File: src/rtl/pipe_pkg.sv
// Shared fetch-stage types: reset/vector defaults, fetch FSM states,
// redirect causes and a word-alignment helper.
package pipe_pkg;

    localparam logic [31:0] RESET_PC_DEF = 32'h0000_0000;
    localparam logic [31:0] EXC_VEC_DEF  = 32'h8000_0180;

    typedef enum logic [1:0] {
        S_FETCH = 2'd0,
        S_HOLD  = 2'd1,
        S_DROP  = 2'd2
    } fetch_state_t;

    typedef enum logic [2:0] {
        C_NONE   = 3'd0,
        C_EXC    = 3'd1,
        C_IRQ    = 3'd2,
        C_JR     = 3'd3,
        C_JUMP   = 3'd4,
        C_BRANCH = 3'd5
    } redir_cause_t;

    function automatic logic [31:0] align_word(input logic [31:0] a);
        return {a[31:2], 2'b00};
    endfunction

endpackage

File: src/rtl/next_pc_sel.sv
// Next-PC priority mux: exception, interrupt, jr, jump, branch.
// Produces the redirect flag, its cause and a word-aligned target.
module next_pc_sel
    import pipe_pkg::*;
#(
    parameter logic [31:0] EXC_VEC = EXC_VEC_DEF
) (
    input  logic         i_exc,
    input  logic         i_irq,
    input  logic         i_irq_en,
    input  logic         i_jr,
    input  logic [31:0]  i_jr_target,
    input  logic         i_jump,
    input  logic [31:0]  i_jump_target,
    input  logic         i_branch_taken,
    input  logic [31:0]  i_branch_target,
    output logic         o_redir,
    output redir_cause_t o_cause,
    output logic [31:0]  o_target
);

    logic w_irq;

    assign w_irq = i_irq & i_irq_en;

    always_comb begin
        o_cause  = C_NONE;
        o_target = '0;
        priority case (1'b1)
            i_exc: begin
                o_cause  = C_EXC;
                o_target = align_word(EXC_VEC);
            end
            w_irq: begin
                o_cause  = C_IRQ;
                o_target = align_word(EXC_VEC);
            end
            i_jr: begin
                o_cause  = C_JR;
                o_target = align_word(i_jr_target);
            end
            i_jump: begin
                o_cause  = C_JUMP;
                o_target = align_word(i_jump_target);
            end
            i_branch_taken: begin
                o_cause  = C_BRANCH;
                o_target = align_word(i_branch_target);
            end
            default: ;
        endcase
    end

    assign o_redir = (o_cause != C_NONE);

endmodule

File: src/rtl/if_fetch_stage.sv
// Instruction-fetch stage: owns the fetch PC, runs the imem req/ready
// handshake and feeds PC/IFInst/PC_IFWrite/IF_Flush to the IF/ID register.
module if_fetch_stage
    import pipe_pkg::*;
#(
    parameter logic [31:0] RESET_PC = RESET_PC_DEF,
    parameter logic [31:0] EXC_VEC  = EXC_VEC_DEF
) (
    input  logic        clk,
    input  logic        reset,
    input  logic        PC_Write,
    input  logic        branch_taken,
    input  logic [31:0] branch_target,
    input  logic        jump,
    input  logic [31:0] jump_target,
    input  logic        jr,
    input  logic [31:0] jr_target,
    input  logic        exc,
    input  logic [31:0] epc_in,
    input  logic        irq,
    input  logic        irq_en,
    output logic        imem_req,
    output logic [31:0] imem_addr,
    input  logic        imem_ready,
    input  logic [31:0] imem_rdata,
    output logic [31:0] PC,
    output logic [31:0] IFInst,
    output logic        PC_IFWrite,
    output logic        IF_Flush,
    output logic [31:0] EPC
);

    fetch_state_t r_state;
    logic [31:0]  r_pc;
    logic [31:0]  r_inst_buf;
    logic [31:0]  r_epc;
    logic [31:0]  r_drop_addr;

    logic         w_redir;
    redir_cause_t w_cause;
    logic [31:0]  w_target;
    logic         w_fetch_valid;

    next_pc_sel #(
        .EXC_VEC (EXC_VEC)
    ) u_next_pc_sel (
        .i_exc           (exc),
        .i_irq           (irq),
        .i_irq_en        (irq_en),
        .i_jr            (jr),
        .i_jr_target     (jr_target),
        .i_jump          (jump),
        .i_jump_target   (jump_target),
        .i_branch_taken  (branch_taken),
        .i_branch_target (branch_target),
        .o_redir         (w_redir),
        .o_cause         (w_cause),
        .o_target        (w_target)
    );

    assign w_fetch_valid = ((r_state == S_FETCH) & imem_ready)
                         | (r_state == S_HOLD);

    // Request drops with reset itself so an aborted fetch never lingers.
    assign imem_req   = reset & (r_state != S_HOLD);
    assign imem_addr  = (r_state == S_DROP) ? r_drop_addr : r_pc;
    assign IFInst     = (r_state == S_HOLD) ? r_inst_buf : imem_rdata;
    assign PC_IFWrite = PC_Write & w_fetch_valid & ~w_redir;
    assign IF_Flush   = w_redir;
    assign PC         = r_pc;
    assign EPC        = r_epc;

    always_ff @(posedge clk or negedge reset) begin
        if (!reset) begin
            r_state     <= S_FETCH;
            r_pc        <= align_word(RESET_PC);
            r_inst_buf  <= '0;
            r_epc       <= '0;
            r_drop_addr <= '0;
        end else begin
            if (w_cause == C_EXC) begin
                r_epc <= epc_in;
            end else if (w_cause == C_IRQ) begin
                r_epc <= r_pc;
            end

            if (w_redir) begin
                r_pc <= w_target;
                // An unanswered request must stay on the bus; park it.
                unique case (r_state)
                    S_FETCH: begin
                        if (!imem_ready) begin
                            r_drop_addr <= r_pc;
                            r_state     <= S_DROP;
                        end
                    end
                    S_HOLD:  r_state <= S_FETCH;
                    S_DROP:  r_state <= S_DROP;
                    default: r_state <= S_FETCH;
                endcase
            end else begin
                unique case (r_state)
                    S_FETCH: begin
                        if (imem_ready) begin
                            if (PC_Write) begin
                                r_pc <= r_pc + 32'd4;
                            end else begin
                                r_inst_buf <= imem_rdata;
                                r_state    <= S_HOLD;
                            end
                        end
                    end
                    S_HOLD: begin
                        if (PC_Write) begin
                            r_pc    <= r_pc + 32'd4;
                            r_state <= S_FETCH;
                        end
                    end
                    S_DROP: begin
                        if (imem_ready) begin
                            r_state <= S_FETCH;
                        end
                    end
                    default: r_state <= S_FETCH;
                endcase
            end
        end
    end

endmodule

File: config.mk
export PLATFORM = sky130hd
export DESIGN_NAME = if_fetch_stage
export DESIGN_NICKNAME = d
export VERILOG_FILES = /design/src/rtl/pipe_pkg.sv /design/src/rtl/next_pc_sel.sv /design/src/rtl/if_fetch_stage.sv
export SDC_FILE = /design/constraint.sdc
export NUM_CORES = 1
export LEC_CHECK = 0
export CORE_ASPECT_RATIO = 1.25
export CORE_UTILIZATION = 25
export DETAILED_ROUTE_END_ITERATION = 16
export HOLD_SLACK_MARGIN = 0.1
export PLACE_DENSITY = 0.57
export SYNTH_ARGS = -nofsm -noshare
export SYNTH_HDL_FRONTEND = slang
export SYNTH_HIERARCHICAL = 1
export SYNTH_SLANG_ARGS = --single-unit
File: constraint.sdc
create_clock -name clk -period 3.21 [get_ports clk]
set_input_delay 0.8025 -clock clk [delete_from_list [all_inputs] [get_ports clk]]
set_output_delay 0.8025 -clock clk [all_outputs]
set_load 0.02 [all_outputs]
==> After elaboration in Yosys (flattened, before gate mapping) <==
Index checks and enable logic that the tools add are counted.
W data, S select, Z words.
{ "totals": {"regBits": 130, "out_inout_bits": 131} }
{ "classes": {"n_addsub": 1, "n_eq_ne": 10, "n_mux": 26, "bitwise": 9, "n_reduce_logical": 8} }
{ "ops": {"columns": ["op", "count"], "rows": [
  ["$mux W32", 12],
  ["$pmux W32 S2", 1],
  ["$add A32 B3 Y32 const B", 1],
  ["$mux W3", 5],
  ["$ne A3 B3 Y1 const B", 5],
  ["$mux W2", 6],
  ["$pmux W2 S3", 1],
  ["$reduce_bool A3 Y1", 2],
  ["$and A1 B1 Y1", 5],
  ["$reduce_and A5 Y1", 1],
  ["$pmux W2 S2", 1],
  ["$reduce_and A4 Y1", 1],
  ["$eq A3 B1 Y1 const B", 1],
  ["$eq A3 B2 Y1 const B", 1],
  ["$not A1 Y1", 3],
  ["$reduce_and A3 Y1", 1],
  ["$eq A2 B1 Y1 const B", 1],
  ["$eq A2 B2 Y1 const B", 1],
  ["$logic_not A2 Y1", 1],
  ["$ne A2 B1 Y1 const B", 1],
  ["$reduce_and A2 Y1", 1],
  ["$reduce_bool A2 Y1", 1],
  ["$or A1 B1 Y1", 1]
]} }

==> Logic depth before layout (Yosys ltp) <==
Gate-level depths: netlist of run 1.
{ "logic_depth": {"word_depth": 8, "mapped_depth": 11, "mapped_depth_nobuf": 8} }

==> Modules after synthesis <==
The synthesis of run 1 kept the hierarchy.
{ "modules_own_cells": {"columns": ["mod", "n_inst", "cells_per_inst", "area_each_um2", "seq_area_each_um2"], "rows": [
  ["if_fetch_stage", 1, 566, 6565.0, 3253.1],
  ["next_pc_sel", 1, 120, 754.5, 0.0]
]} }

==> Least setup slack after synthesis of run 1 <==
No wires, ideal clock.
{ "synth_timing": {"path_type": "input port to output port", "from": "input port jr", "to": "output port PC_IFWrite", "t_arrival_ps": 2444, "required_time_ps": 2408, "path_slack_ps": -36, "cell_stages": 6, "path_buffers": 4, "path_cell_list": "buf_4 clkbuf_1 nand3b_1 clkbuf_1 clkbuf_1 nor3_1"} }
{ "synth_between": {"elab_chain_cells": 6} }
{ "synth_rtl": {"columns": ["item", "line_no", "source"], "rows": [
  ["from (decl)", "if_fetch_stage.sv:16", "input logic jr,"],
  ["$mux W3 (3 in a row)", "next_pc_sel.sv:29", "priority case (1'b1)"],
  ["$reduce_bool A3 Y1", "next_pc_sel.sv:54", "assign o_redir = (o_cause != C_NONE);"],
  ["via IF_Flush", "if_fetch_stage.sv:29", "output logic IF_Flush,"],
  ["$not A1 Y1 (no line)", null, null],
  ["$and A1 B1 Y1", "if_fetch_stage.sv:68", "assign PC_IFWrite = PC_Write & w_fetch_valid & ~w_redir;"],
  ["to (decl)", "if_fetch_stage.sv:28", "output logic PC_IFWrite,"]
]} }
The timed path passes the listed nets, and every way through them passes these cells.

==> Worst setup path in the final report of run 1 <==
{ "layout_timing": {"from": "input port irq_en", "to": "output port IF_Flush"} }
{ "layout_between": {"elab_chain_cells": 4} }
{ "layout_rtl": {"columns": ["item", "line_no", "source"], "rows": [
  ["from (decl)", "if_fetch_stage.sv:21", "input logic irq_en,"],
  ["$and A1 B1 Y1", "next_pc_sel.sv:24", "assign w_irq = i_irq & i_irq_en;"],
  ["$mux W3 (2 in a row)", "next_pc_sel.sv:29", null],
  ["$reduce_bool A3 Y1", "next_pc_sel.sv:54", null],
  ["to (decl)", "if_fetch_stage.sv:29", null]
]} }
Every way passes these cells.

==> run metrics, run 1 <==
P&R area growth vs syn 56.8%; cell chosen for the clock root clkbuf_16; Critical Path Start Type input pin; # fillers approximately 2800; Die Ht between 150 and 200 um; CP most frequent cell buf_4; CTS tree built; Seq/Total Area, Yosys between 40 and 50%; via-per-instance ratio 4.57; gr usage total 17.0%; CP max stage cell clkdlybuf4s50_1; Final min period 3.11 ns; Crit path depth 6; fin cells 1380; clock latency on the worst-skew pair 0.41 ns; ant diodes 0; Final HPWL DP 18.4 mm; CP Max Fanout 3; vias 6305; Mapped Cells 686; routability cong. 0.735; antenna violations before repair 1; htree depth 4; fraction of layout cells with a size suffix above 1 21.9%; r2r endpoint PC[30]; unique cell type count in the Yosys netlist 45; top_reg_cell synth dfrtp_1; R2R setup slack slightly below 1 ns; maximum operating frequency 321 MHz; # setup viols final 0; dpl cells 1349; RSZ-0062 raised after global routing no; Final Net Count ~1100; relative slew slack 38.2%; Sink Count 130; Worst Skew 0.0127 ns; Pint 3.87 mW; Buf/Inv on CP 4; Core Region 0.0286 mm^2; Synth Cell Area 0.00732 mm^2; Yosys reg bits 130; Async S/R FF share, synth 100%; DRT antenna net count 0; CP Capture Type output port; Final period util 96.9%; clock share of power 36.5%; number of global-route vias before repair 6626; routed length per placed instance between 15 and 20 um; maxcap violations 0; first-pass GRT wire length 38.5 mm; kind of critical path in -> out; num rows 69; YS warnings 6; Port Buffers 294; Avg Cell Area, Syn 10.7 um^2; GRT overflow 0; worst slew pin tran 0.928 ns; TNS Setup 0 ns; Ports 301; Crit path largest cell delay ~0.45 ns; CP arrival around 2.3 ns; R2R depth 5; pin count of the biggest net entering global routing 68; clk buf depth 2; CP endpoint IF_Flush; Hold WC Path Type reg -> reg; number of synthesized flops with an enable pin 0; Max VDD drop slightly below 0.0003 V; Comb power frac 27.5%; hold slack final roughly 0.48 ns; clock transition at the registers of the reported paths 0.06 ns; critical path's top delay family buffers and inverters; Design Power around 5.5 mW; Initial Util 25.6%; placed inst area 0.0109 mm^2; Die Span X between 150 and 200 um; initial drt markers about 200; Switching Power approximately 1.6 mW; Worst Setup SP irq_en; Worst Path Required around 2.4 ns; Fin. Hold Viols 0; switching part of the total 29.2%; Seq pwr share 36.1%; worst r2r src PC[7]; crit-path cells clkdlybuf4s50_1 -> a21oi_1 -> buf_4 -> nand3b_1 -> buf_4 -> dlygate4sd2_1; DRC 0; status finished, final reports clean; final non-filler cell area 0.0115 mm^2; LEAKAGE 4.74 nW; Final Max Slew Viols 0; Pwr Density about 480 mW/mm^2; DR pass1 iterations 4; Die Footprint 0.0300 mm^2; final wirelength 25.1 mm; TritonCTS Buffers 17
kinds of logic (layout without fill, tap and decap cells):
group,after synthesis,after routing,share of synthesized area [%]
adders and majority gates,1,1,0.171
buffers and inverters,57,360,3.57
DFF,130,130,44.4
other,1,2,0.0512
muxes,161,161,24.3
xor gates and xnor gates,27,27,3.23
AOI/OAI and AO/OA,104,104,8.92
and+or+nand+nor,205,205,15.3
layout make-up:
class	count	area, um^2	share of cell area (%)
clock buffers	18	439	3.83
well taps	390	488	4.25
clock inverters	13	163	1.42
inverters	1	3.75	0.0327
flip-flops and latches	130	3250	28.4
repair buffers	328	3260	28.4
multi-input cells	500	3870	33.7
registers in the layout, summed over array words and instances, names as in the netlist:
name and cells:
r_state 2, PC 32, EPC 32, r_inst_buf 32, r_drop_addr 32
power groups by stage:
| stage | logic, mW | registers (mW) | clock network, mW |
|---|---|---|---|
| 2_1_floorplan | 0.575 | 2.09 | 0 |
| 3_3_place_gp | 1.51 | 1.99 | 0 |
| 3_5_place_dp | 1.52 | 2.00 | 0 |
| 4_1_cts | 1.52 | 1.97 | 2.06 |
| 5_1_grt | 1.60 | 2.00 | 2.13 |
| 6_report | 1.50 | 1.97 | 1.99 |
per-layer routing:
layer | part of all wire [%] | wire [um] | track usage [%]
met5 | 0.068 | 17 | 0
met3 | 6.4 | 1610 | 4.70
met1 | 40 | 10100 | 18.9
met2 | 52 | 13100 | 31.1
met4 | 1.2 | 311 | 4.84
layout by cell type, fill, tap and decap left out, types with 3 or more instances in the layout:
master           Yosys  layout
nand4_1              8       8
o21ai_1              5       5
clkbuf_16            0      17
buf_12               0       6
mux2i_1             29      29
nor3_1              32      31
clkinv_2             0       3
clkdlybuf4s50_1      0     289
xnor2_1             13      13
dfrtp_1            130     129
nor2b_4              0       4
a21oi_1              4       4
o21ai_0             58      58
clkinvlp_4           0       3
nand3_1             11      11
a221oi_1            30      30
nand2b_1             6       6
nor4_1               7       7
clkinv_4             0       4
nand2_1             68      68
mux2_2             132     132
xor2_1              14      14
nor2_1               9       9
a22oi_1              3       3
and3_1               8       8
buf_4                3      28
bufinv_16            0       3
nor2b_1             38      35
cells in the mapped netlist (3+ instances only):
cell type | n | area (um^2)
o21ai_0 | 58 | 290
nand2b_1 | 6 | 37.5
mux2i_1 | 29 | 290
nor2_1 | 9 | 33.8
mux2_2 | 132 | 1490
xor2_1 | 14 | 123
a221oi_1 | 30 | 263
clkbuf_1 | 29 | 109
buf_2 | 22 | 110
nor2b_1 | 38 | 238
nand3_1 | 11 | 55.1
a21oi_1 | 4 | 20.0
a22oi_1 | 3 | 22.5
buf_4 | 3 | 22.5
nor4_1 | 7 | 43.8
dfrtp_1 | 130 | 3250
xnor2_1 | 13 | 114
o21ai_1 | 5 | 25.0
nand4_1 | 8 | 50.1
nor3_1 | 32 | 160
and3_1 | 8 | 50.1
nand2_1 | 68 | 255
worst reg2reg max path, cell delays in order (launching register included):
cell	delay, ns
dfrtp_1	0.49
and3_1	0.53
nand3_4	0.19
or3_4	0.45
or4_1	0.40
nand3_1	0.09
metrics by stage:
stage                     setup WS, ns  utilization (%)
after detailed placement        -0.256             38.1
after CTS                       0.0216             40.2
final                           0.0994             40.2
after global routing            0.0235             40.2
after floorplan                  0.116                -
after global placement          -0.268             38.1
worst min-delay path by stage:
stage,start,depth (start not counted),slack (ns),end
after floorplan,r_drop_addr[0],1,0.47,r_drop_addr[0]
after CTS,EPC[31],2,0.48,EPC[31]
after global routing,EPC[25],2,0.51,EPC[25]
after global placement,EPC[29],2,0.46,EPC[29]
final,EPC[31],2,0.48,EPC[31]
after detailed placement,EPC[13],2,0.47,EPC[13]
timing repair:
action,CTS,global route
resized for setup,4,1
hold buffers,0,0
buffers inserted,0,0
setup endpoints to repair,3,1
hold endpoints to repair,0,0
Power figures use the tool's default switching activity.
==> inputs of run 2 (changes only) <==
--- a/config.mk
+++ b/config.mk
@@ -7,6 +7,7 @@
 export LEC_CHECK = 0
 export CORE_ASPECT_RATIO = 1.25
 export CORE_UTILIZATION = 25
+export CTS_CLUSTER_DIAMETER = 200
 export DETAILED_ROUTE_END_ITERATION = 16
 export HOLD_SLACK_MARGIN = 0.1
 export PLACE_DENSITY = 0.57
==> results of run 2 <==
Same layout as run 1: the final DEF is identical, and so are final timing and power.
==> inputs of run 3 (changes only) <==
==> constraint.sdc (replaced) <==
create_clock -name clk -period 3.56 [get_ports clk]
set_input_delay 0.89 -clock clk [delete_from_list [all_inputs] [get_ports clk]]
set_output_delay 0.89 -clock clk [all_outputs]
set_load 0.02 [all_outputs]
==> run 3 against run 2 <==
  * Combinational power shrank 11%
  * Non-clock buffer count decreased by 7
  * Sequential cell count stayed put
  * Largest power group unchanged
==> run metrics, run 3 (same netlist as run 1, synthesis figures left out) <==
status finished, final reports clean; clk buf depth 2; ant diodes 0; antenna violations before repair 0; HP Start EPC[4]; cell chosen for the clock root clkbuf_16; Post-CTS Setup Bufs 0; final wirelength approximately 25 mm; P&R area growth vs syn 57.0%; Final period util 96.3%; Initial Util 25.6%; Die Span X 155 um; num rows 69; CP arrival 2.54 ns; Worst Skew 0.00779 ns; Fin. Hold Viols 0; # setup viols final 0; htree depth 4; Die Ht 193 um; RSZ-0062 raised after global routing no; Worst Path Required 2.67 ns; TritonCTS Buffers 17; Final HPWL DP 18.3 mm; hold depth 2; TNS Setup 0 ns; Worst Hold End EPC[4]; worst slew pin tran 0.977 ns; worst r2r src PC[12]; maximum operating frequency 292 MHz; relative slew slack a little over a third; number of global-route vias before repair 6440; CP Max Fanout 14; kind of critical path reg -> out; clock transition at the registers of the reported paths 0.06 ns; gr usage total 17.1%; r2r endpoint PC[30]; Final min period around 3.4 ns; Critical Path Start Type flop; vias 6274; Pwr Density about 440 mW/mm^2; LEAKAGE 4.73 nW; hold slack final 0.476 ns; fraction of layout cells with a size suffix above 1 20.9%; R2R depth 6; routability cong. 0.736; Final Max Slew Viols 0; DR pass1 iterations 4; commonest non-fill, non-tap cell in the layout clkdlybuf4s50_1; clock latency on the worst-skew pair about 0.42 ns; most frequent cells in the layout clkdlybuf4s50_1, mux2_2, dfrtp_1; maxcap violations 0; Die Footprint approximately 0.03 mm^2; Core Region 0.0286 mm^2; pin count of the biggest net entering global routing between 70 and 80; Sink Count 130; R2R setup slack roughly 1.4 ns; via-per-instance ratio ~4.6; CP Capture Type output port; first-pass GRT wire length roughly 39 mm; Hold WC Path Type reg -> reg; GRT overflow 0; DRT antenna net count 0; CTS tree built; Max VDD drop 0.000294 V; Ports 301; Final Net Count 1142; DRC 0; Hold Buf Count CTS 0; Port Buffers roughly 290; initial drt markers approximately 300; routed length per placed instance 18.1 um
==> run 3: changes by cell type in the layout (fill, tap and decap cells not counted), moves of 2 or more <==
cell,change
inv_6,+2
buf_4,-10
buf_12,+3
clkinv_4,-3
==> run 3: final cells by class <==
type                    count  area, um^2
inverters                   1        3.75
fillers                  2881       17100
clock inverters            12         179
clock buffers              20         457
multi-input cells         500        3860
well taps                 390         488
flip-flops and latches    130        3250
repair buffers            321        3260
==> run 3: timing repair <==
action	4_1_cts	5_1_grt
setup endpoints to repair	1	1
gates cloned	0	0
resized for setup	1	1
==> run 3: worst max path at each step <==
stage	slack, ns	cells past startpoint	to	from
after floorplan	0.14	6	PC_IFWrite	jr
after global placement	-0.20	6	PC_IFWrite	irq
after detailed placement	-0.17	6	PC_IFWrite	irq
after CTS	0.05	6	IF_Flush	irq
after global routing	0.003	4	imem_addr[12]	r_state[1]
final	0.13	4	imem_addr[12]	r_state[1]
==> run 3: metal layers <==
| metal | up-vias | part of all wire, % | global-route usage (%) | wire (um) |
|---|---|---|---|---|
| li1 | 3047 | - | - | - |
| met1 | 2977 | 42 | 21.4 | 10500 |
| met2 | 227 | 50 | 28.7 | 12400 |
| met3 | 23 | 6.7 | 4.57 | 1670 |
| met4 | 0 | 1.1 | 4.40 | 278 |
| met5 | - | 0 | 0 | 0 |
==> run 3: metrics by stage <==
step	setup WS (ns)	util [%]	std cells	power (mW)	cell area [um^2]
finish	0.133	40.2	1374	5.01	11500
global route	0.00322	40.2	1374	5.27	11500
CTS	0.0473	40.2	1374	5.11	11500
detailed placement	-0.174	38.0	1342	3.16	10900
global placement	-0.196	38.0	1342	3.15	10900
floorplan	0.139	-	687	2.41	7320
==> run 3: power breakdown <==
| group | internal [mW] | switching, mW | leakage [nW] |
|---|---|---|---|
| Sequential | 1.65 | 0.135 | 1.70 |
| Clock | 1.21 | 0.687 | 0.303 |
| Combinational | 0.718 | 0.613 | 2.73 |
==> run 3: worst max-delay path: stages, from the launching register on <==
cell,delay [ns]
dfrtp_1,0.52
nor2b_4,0.47
buf_12,0.21
mux2_2,0.34
clkdlybuf4s50_1,0.57
